==> config.mk <==
export PLATFORM = sky130hd
export DESIGN_NAME = ysyx_22050598_mdu_flat
export DESIGN_NICKNAME = d
export VERILOG_FILES = /design/src/rtl/ysyx_22050598_mdu_pkg.sv /design/src/rtl/ysyx_22050598_mdu_if.sv /design/src/rtl/ysyx_22050598_mdu_div_step.sv /design/src/rtl/ysyx_22050598_mdu.sv /design/src/flat_wrapper.sv
export SDC_FILE = /design/constraint.sdc
export NUM_CORES = 2
export LEC_CHECK = 0
export ABC_AREA = 0
export BUFFER_PORTS_ARGS = -buffer_cell sky130_fd_sc_hd__buf_4
export CORE_ASPECT_RATIO = 1.2
export CORE_UTILIZATION = 25
export DETAILED_ROUTE_END_ITERATION = 7
export SYNTH_ARGS = -nofsm -noshare
export SYNTH_HDL_FRONTEND = slang
export SYNTH_HIERARCHICAL = 1
export SYNTH_SLANG_ARGS = --single-unit
==> constraint.sdc <==
create_clock -name clk -period 10.4 [get_ports clk]
set_input_delay 2.08 -clock clk [delete_from_list [all_inputs] [get_ports clk]]
set_output_delay 2.08 -clock clk [all_outputs]
set_load 0.005 [all_outputs]
==> src/rtl/ysyx_22050598_mdu_pkg.sv <==
// ---------------------------------------------------------------------------
// ysyx_22050598_mdu_pkg
// Shared definitions for the RV64M multiply/divide unit:
//   - mdu_funct3_e : M-extension funct3 encodings (MUL .. REMU)
//   - mdu_state_e  : sequencer states (IDLE -> CALC -> DONE)
//   - src1_signed / src2_signed : which operands an op treats as signed
// ---------------------------------------------------------------------------
package ysyx_22050598_mdu_pkg;

    typedef enum logic [2:0] {
        F3_MUL    = 3'b000,
        F3_MULH   = 3'b001,
        F3_MULHSU = 3'b010,
        F3_MULHU  = 3'b011,
        F3_DIV    = 3'b100,
        F3_DIVU   = 3'b101,
        F3_REM    = 3'b110,
        F3_REMU   = 3'b111
    } mdu_funct3_e;

    typedef enum logic [1:0] {
        ST_IDLE = 2'b00,
        ST_CALC = 2'b01,
        ST_DONE = 2'b10
    } mdu_state_e;

    // MUL keeps only the low half of the product, which is identical for
    // signed and unsigned operands, so it runs as an unsigned multiply.
    function automatic logic src1_signed(input logic [2:0] f3);
        return (f3 == F3_MULH) || (f3 == F3_MULHSU) || (f3 == F3_DIV) || (f3 == F3_REM);
    endfunction

    function automatic logic src2_signed(input logic [2:0] f3);
        return (f3 == F3_MULH) || (f3 == F3_DIV) || (f3 == F3_REM);
    endfunction

endpackage

==> src/rtl/ysyx_22050598_mdu_if.sv <==
// ---------------------------------------------------------------------------
// ysyx_22050598_mdu_if
// Request/response bus between the execute stage (master) and the MDU (slave).
//   request : in_valid, in_ready, funct3, is_word, src1, src2, rd_in
//   response: out_valid, out_ready, result, rd_out
// ---------------------------------------------------------------------------
interface ysyx_22050598_mdu_if #(
    parameter int XLEN = 64
);
    logic            in_valid;
    logic            in_ready;
    logic [2:0]      funct3;
    logic            is_word;
    logic [XLEN-1:0] src1;
    logic [XLEN-1:0] src2;
    logic [4:0]      rd_in;
    logic            out_valid;
    logic            out_ready;
    logic [XLEN-1:0] result;
    logic [4:0]      rd_out;

    modport master (
        output in_valid, funct3, is_word, src1, src2, rd_in, out_ready,
        input  in_ready, out_valid, result, rd_out
    );

    modport slave (
        input  in_valid, funct3, is_word, src1, src2, rd_in, out_ready,
        output in_ready, out_valid, result, rd_out
    );
endinterface

==> src/rtl/ysyx_22050598_mdu_div_step.sv <==
// ---------------------------------------------------------------------------
// ysyx_22050598_mdu_div_step
// One combinational restoring-division step on unsigned magnitudes.
//   rem_in  : partial remainder (always < divisor)
//   quo_in  : dividend bits still to consume (MSB first) / quotient bits so far
//   divisor : divisor magnitude (never zero here)
//   rem_out : partial remainder after this step
//   quo_out : quo_in shifted left with the new quotient bit in the LSB
// ---------------------------------------------------------------------------
module ysyx_22050598_mdu_div_step #(
    parameter int XLEN = 64
) (
    input  logic [XLEN-1:0] rem_in,
    input  logic [XLEN-1:0] quo_in,
    input  logic [XLEN-1:0] divisor,
    output logic [XLEN-1:0] rem_out,
    output logic [XLEN-1:0] quo_out
);
    logic [XLEN:0] shifted;
    logic [XLEN:0] diff;
    logic          fits;

    always_comb begin
        shifted = {rem_in, quo_in[XLEN-1]};
        diff    = shifted - {1'b0, divisor};
        // Because rem_in < divisor, shifted < 2*divisor: a non-negative
        // difference never reaches bit XLEN, so that bit is a pure borrow flag.
        fits    = ~diff[XLEN];
        rem_out = fits ? diff[XLEN-1:0] : shifted[XLEN-1:0];
        quo_out = {quo_in[XLEN-2:0], fits};
    end
endmodule

==> src/rtl/ysyx_22050598_mdu.sv <==
// ---------------------------------------------------------------------------
// ysyx_22050598_mdu
// Iterative RV64M multiply/divide unit (radix-2 shift-add multiply,
// restoring divide), one result bit per cycle.
//   clk   : clock
//   rst   : synchronous reset, active-high
//   flush : squash any op in flight; wins over a same-cycle accept/handshake
//   bus   : slave side of ysyx_22050598_mdu_if (valid/ready request and
//           response channels, funct3/is_word/src1/src2/rd_in, result/rd_out)
// ---------------------------------------------------------------------------
module ysyx_22050598_mdu
    import ysyx_22050598_mdu_pkg::*;
#(
    parameter  int XLEN  = 64,
    localparam int CNT_W = $clog2(XLEN) + 1
) (
    input  logic               clk,
    input  logic               rst,
    input  logic               flush,
    ysyx_22050598_mdu_if.slave bus
);
    localparam logic [XLEN-1:0] MIN_VAL = {1'b1, {(XLEN-1){1'b0}}};

    // Replace bits above 31 with the sign (sgn=1) or zero (sgn=0) of bit 31.
    function automatic logic [XLEN-1:0] ext32(input logic [XLEN-1:0] v, input logic sgn);
        logic [XLEN-1:0] r;
        r = v;
        for (int i = 32; i < XLEN; i++) r[i] = sgn & v[31];
        return r;
    endfunction

    mdu_state_e        state, state_next;
    logic [CNT_W-1:0]  cnt;
    logic [2:0]        f3_q;
    logic              word_q;
    logic              neg_a_q, neg_b_q;
    logic [XLEN-1:0]   opnd_q;      // multiplicand, or divisor magnitude
    logic [2*XLEN-1:0] acc_q;       // product {hi, lo}, or divide {rem, quo}
    logic [XLEN-1:0]   result_q;
    logic [4:0]        rd_q;

    logic accept;
    assign accept = bus.in_valid && (state == ST_IDLE) && !flush;

    // ---------------- operand preparation at capture ----------------
    logic             a_sgn, b_sgn, is_div, div_zero, div_ovf, min_a, special;
    logic             neg_a, neg_b;
    logic [XLEN-1:0]  op_a, op_b, mag_a, mag_b, special_raw, special_res, div_init;
    logic [CNT_W-1:0] n_iter;

    always_comb begin
        a_sgn    = src1_signed(bus.funct3);
        b_sgn    = src2_signed(bus.funct3);
        is_div   = bus.funct3[2];
        op_a     = bus.is_word ? ext32(bus.src1, a_sgn) : bus.src1;
        op_b     = bus.is_word ? ext32(bus.src2, b_sgn) : bus.src2;
        neg_a    = a_sgn & op_a[XLEN-1];
        neg_b    = b_sgn & op_b[XLEN-1];
        mag_a    = neg_a ? -op_a : op_a;
        mag_b    = neg_b ? -op_b : op_b;
        div_zero = is_div && (op_b == '0);
        min_a    = bus.is_word ? (op_a[31:0] == 32'h8000_0000) : (op_a == MIN_VAL);
        div_ovf  = is_div && b_sgn && min_a && (op_b == '1);
        special  = div_zero || div_ovf;
        // funct3[1] selects remainder (REM/REMU) over quotient (DIV/DIVU).
        if (div_zero) special_raw = bus.funct3[1] ? op_a : '1;
        else          special_raw = bus.funct3[1] ? '0   : op_a;
        special_res = bus.is_word ? ext32(special_raw, 1'b1) : special_raw;
        // Word divides start with the 32-bit dividend in the top of the
        // quotient register so 32 steps consume exactly its bits.
        div_init = bus.is_word ? (mag_a << (XLEN - 32)) : mag_a;
        n_iter   = bus.is_word ? CNT_W'(32) : CNT_W'(XLEN);
    end

    // ---------------- iteration step and sign fix-up ----------------
    logic [XLEN-1:0]   addend, rem_step, quo_step;
    logic [XLEN:0]     mul_sum;
    logic [2*XLEN-1:0] mul_next, div_next, step_next, prod_raw, prod_fix;
    logic [XLEN-1:0]   mul_res, quo_fix, rem_fix, div_res, raw_res, final_res;
    logic              sign_diff;

    ysyx_22050598_mdu_div_step #(.XLEN(XLEN)) u_div_step (
        .rem_in  (acc_q[2*XLEN-1:XLEN]),
        .quo_in  (acc_q[XLEN-1:0]),
        .divisor (opnd_q),
        .rem_out (rem_step),
        .quo_out (quo_step)
    );

    always_comb begin
        addend    = acc_q[0] ? opnd_q : '0;
        mul_sum   = {1'b0, acc_q[2*XLEN-1:XLEN]} + {1'b0, addend};
        mul_next  = {mul_sum, acc_q[XLEN-1:1]};
        div_next  = {rem_step, quo_step};
        step_next = f3_q[2] ? div_next : mul_next;
        sign_diff = neg_a_q ^ neg_b_q;
        // After only 32 steps the product still sits 32 bits up.
        prod_raw  = word_q ? (mul_next >> (XLEN - 32)) : mul_next;
        prod_fix  = sign_diff ? -prod_raw : prod_raw;
        mul_res   = (f3_q == F3_MUL) ? prod_fix[XLEN-1:0] : prod_fix[2*XLEN-1:XLEN];
        quo_fix   = sign_diff ? -quo_step : quo_step;
        rem_fix   = neg_a_q ? -rem_step : rem_step;
        div_res   = f3_q[1] ? rem_fix : quo_fix;
        raw_res   = f3_q[2] ? div_res : mul_res;
        final_res = word_q ? ext32(raw_res, 1'b1) : raw_res;
    end

    // ---------------- FSM ----------------
    always_ff @(posedge clk) begin
        // NOTE: registers use non-blocking assignments so every flop samples
        // the pre-edge values regardless of statement order.
        if (rst) state <= ST_IDLE;
        else     state <= state_next;
    end

    always_comb begin
        // NOTE: every output gets a default first, so no path can leave one
        // unassigned and infer a latch.
        state_next    = state;
        bus.in_ready  = 1'b0;
        bus.out_valid = 1'b0;
        unique case (state)
            ST_IDLE: begin
                bus.in_ready = 1'b1;
                if (accept) state_next = special ? ST_DONE : ST_CALC;
            end
            ST_CALC: begin
                if (cnt == CNT_W'(1)) state_next = ST_DONE;
            end
            ST_DONE: begin
                bus.out_valid = 1'b1;
                if (bus.out_ready) state_next = ST_IDLE;
            end
            default: state_next = ST_IDLE;
        endcase
        if (flush) state_next = ST_IDLE;
    end

    // ---------------- datapath registers ----------------
    always_ff @(posedge clk) begin
        if (rst) begin
            cnt      <= '0;
            f3_q     <= '0;
            word_q   <= 1'b0;
            neg_a_q  <= 1'b0;
            neg_b_q  <= 1'b0;
            opnd_q   <= '0;
            acc_q    <= '0;
            result_q <= '0;
            rd_q     <= '0;
        end else if (flush) begin
            cnt <= '0;
        end else if (accept) begin
            f3_q    <= bus.funct3;
            word_q  <= bus.is_word;
            rd_q    <= bus.rd_in;
            neg_a_q <= neg_a;
            neg_b_q <= neg_b;
            opnd_q  <= is_div ? mag_b : mag_a;
            acc_q   <= is_div ? {{XLEN{1'b0}}, div_init} : {{XLEN{1'b0}}, mag_b};
            cnt     <= special ? '0 : n_iter;
            if (special) result_q <= special_res;
        end else if (state == ST_CALC) begin
            acc_q <= step_next;
            cnt   <= cnt - 1'b1;
            if (cnt == CNT_W'(1)) result_q <= final_res;
        end
    end

    assign bus.result = result_q;
    assign bus.rd_out = rd_q;

endmodule

==> src/flat_wrapper.sv <==
// flat-port wrapper written by rule: the top's interface ports become plain ports
module ysyx_22050598_mdu_flat import ysyx_22050598_mdu_pkg::*;
#(
    parameter  int XLEN  = 64,
    localparam int CNT_W = $clog2(XLEN) + 1
)
  (clk, rst, flush, bus_in_valid, bus_funct3, bus_is_word, bus_src1, bus_src2, bus_rd_in, bus_out_ready, bus_in_ready, bus_out_valid, bus_result, bus_rd_out);
  ysyx_22050598_mdu_if #(.XLEN(XLEN)) bus_i ();
  input  logic clk;
  input  logic rst;
  input  logic flush;
  input wire logic [$bits(bus_i.in_valid)-1:0] bus_in_valid;
  input wire logic [$bits(bus_i.funct3)-1:0] bus_funct3;
  input wire logic [$bits(bus_i.is_word)-1:0] bus_is_word;
  input wire logic [$bits(bus_i.src1)-1:0] bus_src1;
  input wire logic [$bits(bus_i.src2)-1:0] bus_src2;
  input wire logic [$bits(bus_i.rd_in)-1:0] bus_rd_in;
  input wire logic [$bits(bus_i.out_ready)-1:0] bus_out_ready;
  output wire logic [$bits(bus_i.in_ready)-1:0] bus_in_ready;
  output wire logic [$bits(bus_i.out_valid)-1:0] bus_out_valid;
  output wire logic [$bits(bus_i.result)-1:0] bus_result;
  output wire logic [$bits(bus_i.rd_out)-1:0] bus_rd_out;
  assign bus_i.in_valid = bus_in_valid;
  assign bus_i.funct3 = bus_funct3;
  assign bus_i.is_word = bus_is_word;
  assign bus_i.src1 = bus_src1;
  assign bus_i.src2 = bus_src2;
  assign bus_i.rd_in = bus_rd_in;
  assign bus_i.out_ready = bus_out_ready;
  assign bus_in_ready = bus_i.in_ready;
  assign bus_out_valid = bus_i.out_valid;
  assign bus_result = bus_i.result;
  assign bus_rd_out = bus_i.rd_out;
  ysyx_22050598_mdu #(.XLEN(XLEN)) u_core (.clk(clk), .rst(rst), .flush(flush), .bus(bus_i));
endmodule
==> results.md <==
* Worst Path Arrival at approximately 9.2 ns
* CTS buffer count at 38
* Starting DRT DRC Count at between 6,000 and 7,000
* Internal Pwr Total at around 2.3 mW
* Yosys warnings at 6
* Gate power share at between 30% and 40%
* Global placer's final weighted congestion at around 1.0
* CORE AREA at approximately 160,000 µm²
* Mapped Nets at around 6,300
* Global route overflow at 0
* Worst-margin pin slew at roughly 1.6 ns
* Buffers on Ports at 212
* Dpl cells at 7,972
* CTS max path bufs at 3
* Worst hold path class: register to register
* DPL Wire Length at about 200 mm
* DRC viols at 0
* Largest net degree at the start of global routing at between 150 and 200
* Layout cells sized above 1 at roughly a tenth
* Finished Layout Cells at approximately 8,000
* Die Y-Extent at ~440 µm
* CP max stage cell: xor2_4
* Full die area at 160,000 µm²
* Row count at approximately 160
* Vias in the first global route at approximately 46,000
* Post-Route Skew at a little over 0.05 ns
* CTS tree: yes
* Final worst path period share at 83.7%
* Max Cap Viol at 4
* PD cells at approximately 97 nW/µm²
* Clock power share at 33.1%
* Initial Util at between 20% and 30%
* Unique masters post-synth at 119
* Status: complete, but fails checks
* Number of H-tree levels at 2
* Highest Clock Rate at about 110 MHz
* P&R area growth vs syn at 11.2%
* Post-synth ARST share at 0%
* Relative slew slack at -4.58%
* Failing checks: max-capacitance violations, max-slew violations
* CP startpoint kind: register
* Synth Instances at roughly 6,000
* Adder-Cell Fraction of Synth Area at under 10%
* Final setup fails at 0
* Initial antenna violation count at 13
* Synthesized area at roughly 40,000 µm²
* Avg Inst Size Synth at 6.56 µm²
* Via count at between 40,000 and 50,000
* Die Wd at between 300 and 400 µm
* XOR/XNOR share of the synthesized area at 8.50%
* First-pass GRT wire length at around 350 mm
* Crit-path max FO at 39
* Drt total wl at about 260 mm
* First-pass DRT Iterations at 7
* Worst Setup End Kind: register
* Final worst path period need at about 8.7 ns
* Avg WL per Cell at around 32 µm
* Cts hold-fix bufs at 0
* Clk_lat worst skew at between 0.6 and 0.7 ns
* Max Slew Vio Count at 10
* DRT antenna net count at 0
* NetSw at around 1.9 mW
* Via-to-Cell Ratio at roughly 6.1
* VDD IR max at roughly 0.11 mV
* Design area at between 40,000 and 50,000 µm²
* RSZ-0062 raised after global routing: false
* Final hold vios at 0
* Leading cell type in the layout, fill and taps excluded: nand2_1
* Leakage at around 16 nW
* IO Count at between 200 and 250
* Placed inst area at roughly 43,000 µm²
* Family with the most delay on the worst path: compound AO/OA/AOI/OAI gates
* Clk root buf: clkbuf_16
* Worst Path Buf+Inv at 1
* Clk sink count at 276
* Fin Setup TNS at 0 ns
* Seq/Total Area, Yosys at between 10 and 15%
* Synth Area in Compound Gates at around a third
* Largest family of logic cells by synthesized area: compound AO/OA/AOI/OAI gates
* Number of synthesized flops with an enable pin at 0
* Yosys reg bits at 276
* Main synth FF type: dfxtp_1
* Crit path kind: register to register
* Post-CTS setup buffer count at 0
* Reg clk slew, reported paths at about 0.06 ns
* CTS resizes at 0
* Max incr delay on CP at roughly 0.86 ns
* Nets@finish at approximately 6,200
* Total Routing Usage GR at 30.6%
* Post-synthesis mux area share at under 10%
* WP data required at 10.88 ns
* Simple-Gate Fraction of Synth Area at 27.9%
* Most frequent cells in the layout: nand2_1 (750), a21oi_1 (636), nor2_1 (634), o21ai_0 (463), buf_4 (349)
* Sequential share of power at 27.7%
* Net Sw Frac at 44.9%
==> registers in the layout, indices dropped and copies added (netlist names), 2 cells and up <==
name	flops
u_core/f3_q	3
u_core/bus.result	64
u_core/cnt	7
u_core/bus.rd_out	5
u_core/acc_q	128
u_core/state	2
u_core/opnd_q	64
==> worst reg2reg max path, stage by stage (launching register included) <==
cell	delay, ns
dfxtp_1	0.62
inv_1	0.09
ha_1	0.25
fa_1	0.41
nor2b_1	0.15
nor2_1	0.06
o21ai_1	0.23
a221oi_2	0.15
o41ai_4	0.80
o21a_4	0.24
a21oi_4	0.08
xor2_4	0.86
o21ai_0	0.54
or4_1	0.67
nor3_1	0.45
and4_1	0.33
nand3_1	0.27
o41ai_1	0.82
nand2_1	0.42
a21oi_1	0.26
xor2_1	0.20
nand2_1	0.08
o211ai_1	0.12
o2111ai_1	0.12
a211oi_1	0.26
a211oi_1	0.08
==> routing by layer <==
metal  vias to the layer above  track usage (%)  share of wire, %
li1                      21800                -                 -
met1                     23800             37.3                39
met2                      3034             48.1                44
met3                       701             4.91               8.4
met4                         4             23.1               9.0
met5                         -                0            0.0082
==> per-stage QoR <==
step	util, %	power [mW]	setup slack, ns	hold slack [ns]
after floorplan	-	2.09	3.23	0.439
after global placement	27.3	2.78	2.04	0.439
after detailed placement	27.3	2.78	1.91	0.445
after CTS	28.1	4.19	1.91	0.458
after global routing	28.1	4.35	1.33	0.476
final	28.1	4.26	1.70	0.455
==> synthesized netlist by cell type, types with 35 or more instances <==
| library cell | instances | area, µm² |
|---|---|---|
| a211oi_1 | 110 | 826 |
| a21o_1 | 81 | 608 |
| a21oi_1 | 637 | 3190 |
| a221oi_1 | 35 | 307 |
| a31oi_1 | 80 | 500 |
| and2_1 | 98 | 613 |
| and3_1 | 36 | 225 |
| buf_1 | 51 | 191 |
| buf_2 | 50 | 250 |
| buf_4 | 68 | 510 |
| clkbuf_1 | 328 | 1230 |
| dfxtp_1 | 276 | 5530 |
| ha_1 | 136 | 1700 |
| inv_1 | 126 | 473 |
| mux2i_1 | 156 | 1560 |
| nand2_1 | 751 | 2820 |
| nand3_1 | 143 | 716 |
| nand4_1 | 89 | 557 |
| nor2_1 | 642 | 2410 |
| nor2b_1 | 37 | 231 |
| nor3_1 | 185 | 926 |
| nor4_1 | 85 | 532 |
| o211ai_1 | 105 | 788 |
| o21ai_0 | 465 | 2330 |
| o21ai_1 | 92 | 460 |
| o31ai_1 | 71 | 533 |
| o41ai_1 | 35 | 307 |
| or3_1 | 58 | 363 |
| or4_1 | 38 | 285 |
| xnor2_1 | 199 | 1740 |
| xor2_1 | 180 | 1580 |
==> kinds of logic after synthesis <==
family                     count (synthesis)
buffers and inverters                    642
adders and majority gates                163
and+or+nand+nor                         2332
muxes                                    172
xor gates and xnor gates                 381
DFF                                      276
AOI/OAI and AO/OA                       2068
==> cell type report <==
type / count / area, µm²
sequential: 276 / 5540
timing repair buffer: 358 / 2770
inverter: 130 / 488
clock buffer: 53 / 1100
tap: 2093 / 2620
multi-input combinational: 5116 / 31300
antenna: 3 / 7.51
clock inverter: 16 / 148
fill: 17800 / 113000
==> final timing paths <==
check                                     from                            endpoint  slack, ns  depth (start not counted)
max              u_core/acc_q[63]$_SDFFE_PP0P_  u_core/bus.result[59]$_SDFFE_PP0P_       1.70                         25
min          u_core/bus.rd_out[4]$_SDFFE_PP0P_   u_core/bus.rd_out[4]$_SDFFE_PP0P_       0.46                          2
max reg2reg      u_core/acc_q[63]$_SDFFE_PP0P_  u_core/bus.result[59]$_SDFFE_PP0P_       1.70                         25
min reg2reg  u_core/bus.rd_out[4]$_SDFFE_PP0P_   u_core/bus.rd_out[4]$_SDFFE_PP0P_       0.46                          2
==> power groups by stage <==
stage / logic, mW / registers (mW) / clock network, mW
after CTS: 1.59 / 1.17 / 1.43
after floorplan: 0.943 / 1.14 / 0
after detailed placement: 1.58 / 1.20 / 0
after global routing: 1.71 / 1.18 / 1.46
final: 1.67 / 1.18 / 1.41
after global placement: 1.58 / 1.20 / 0
(Power assumes the default switching activity.)
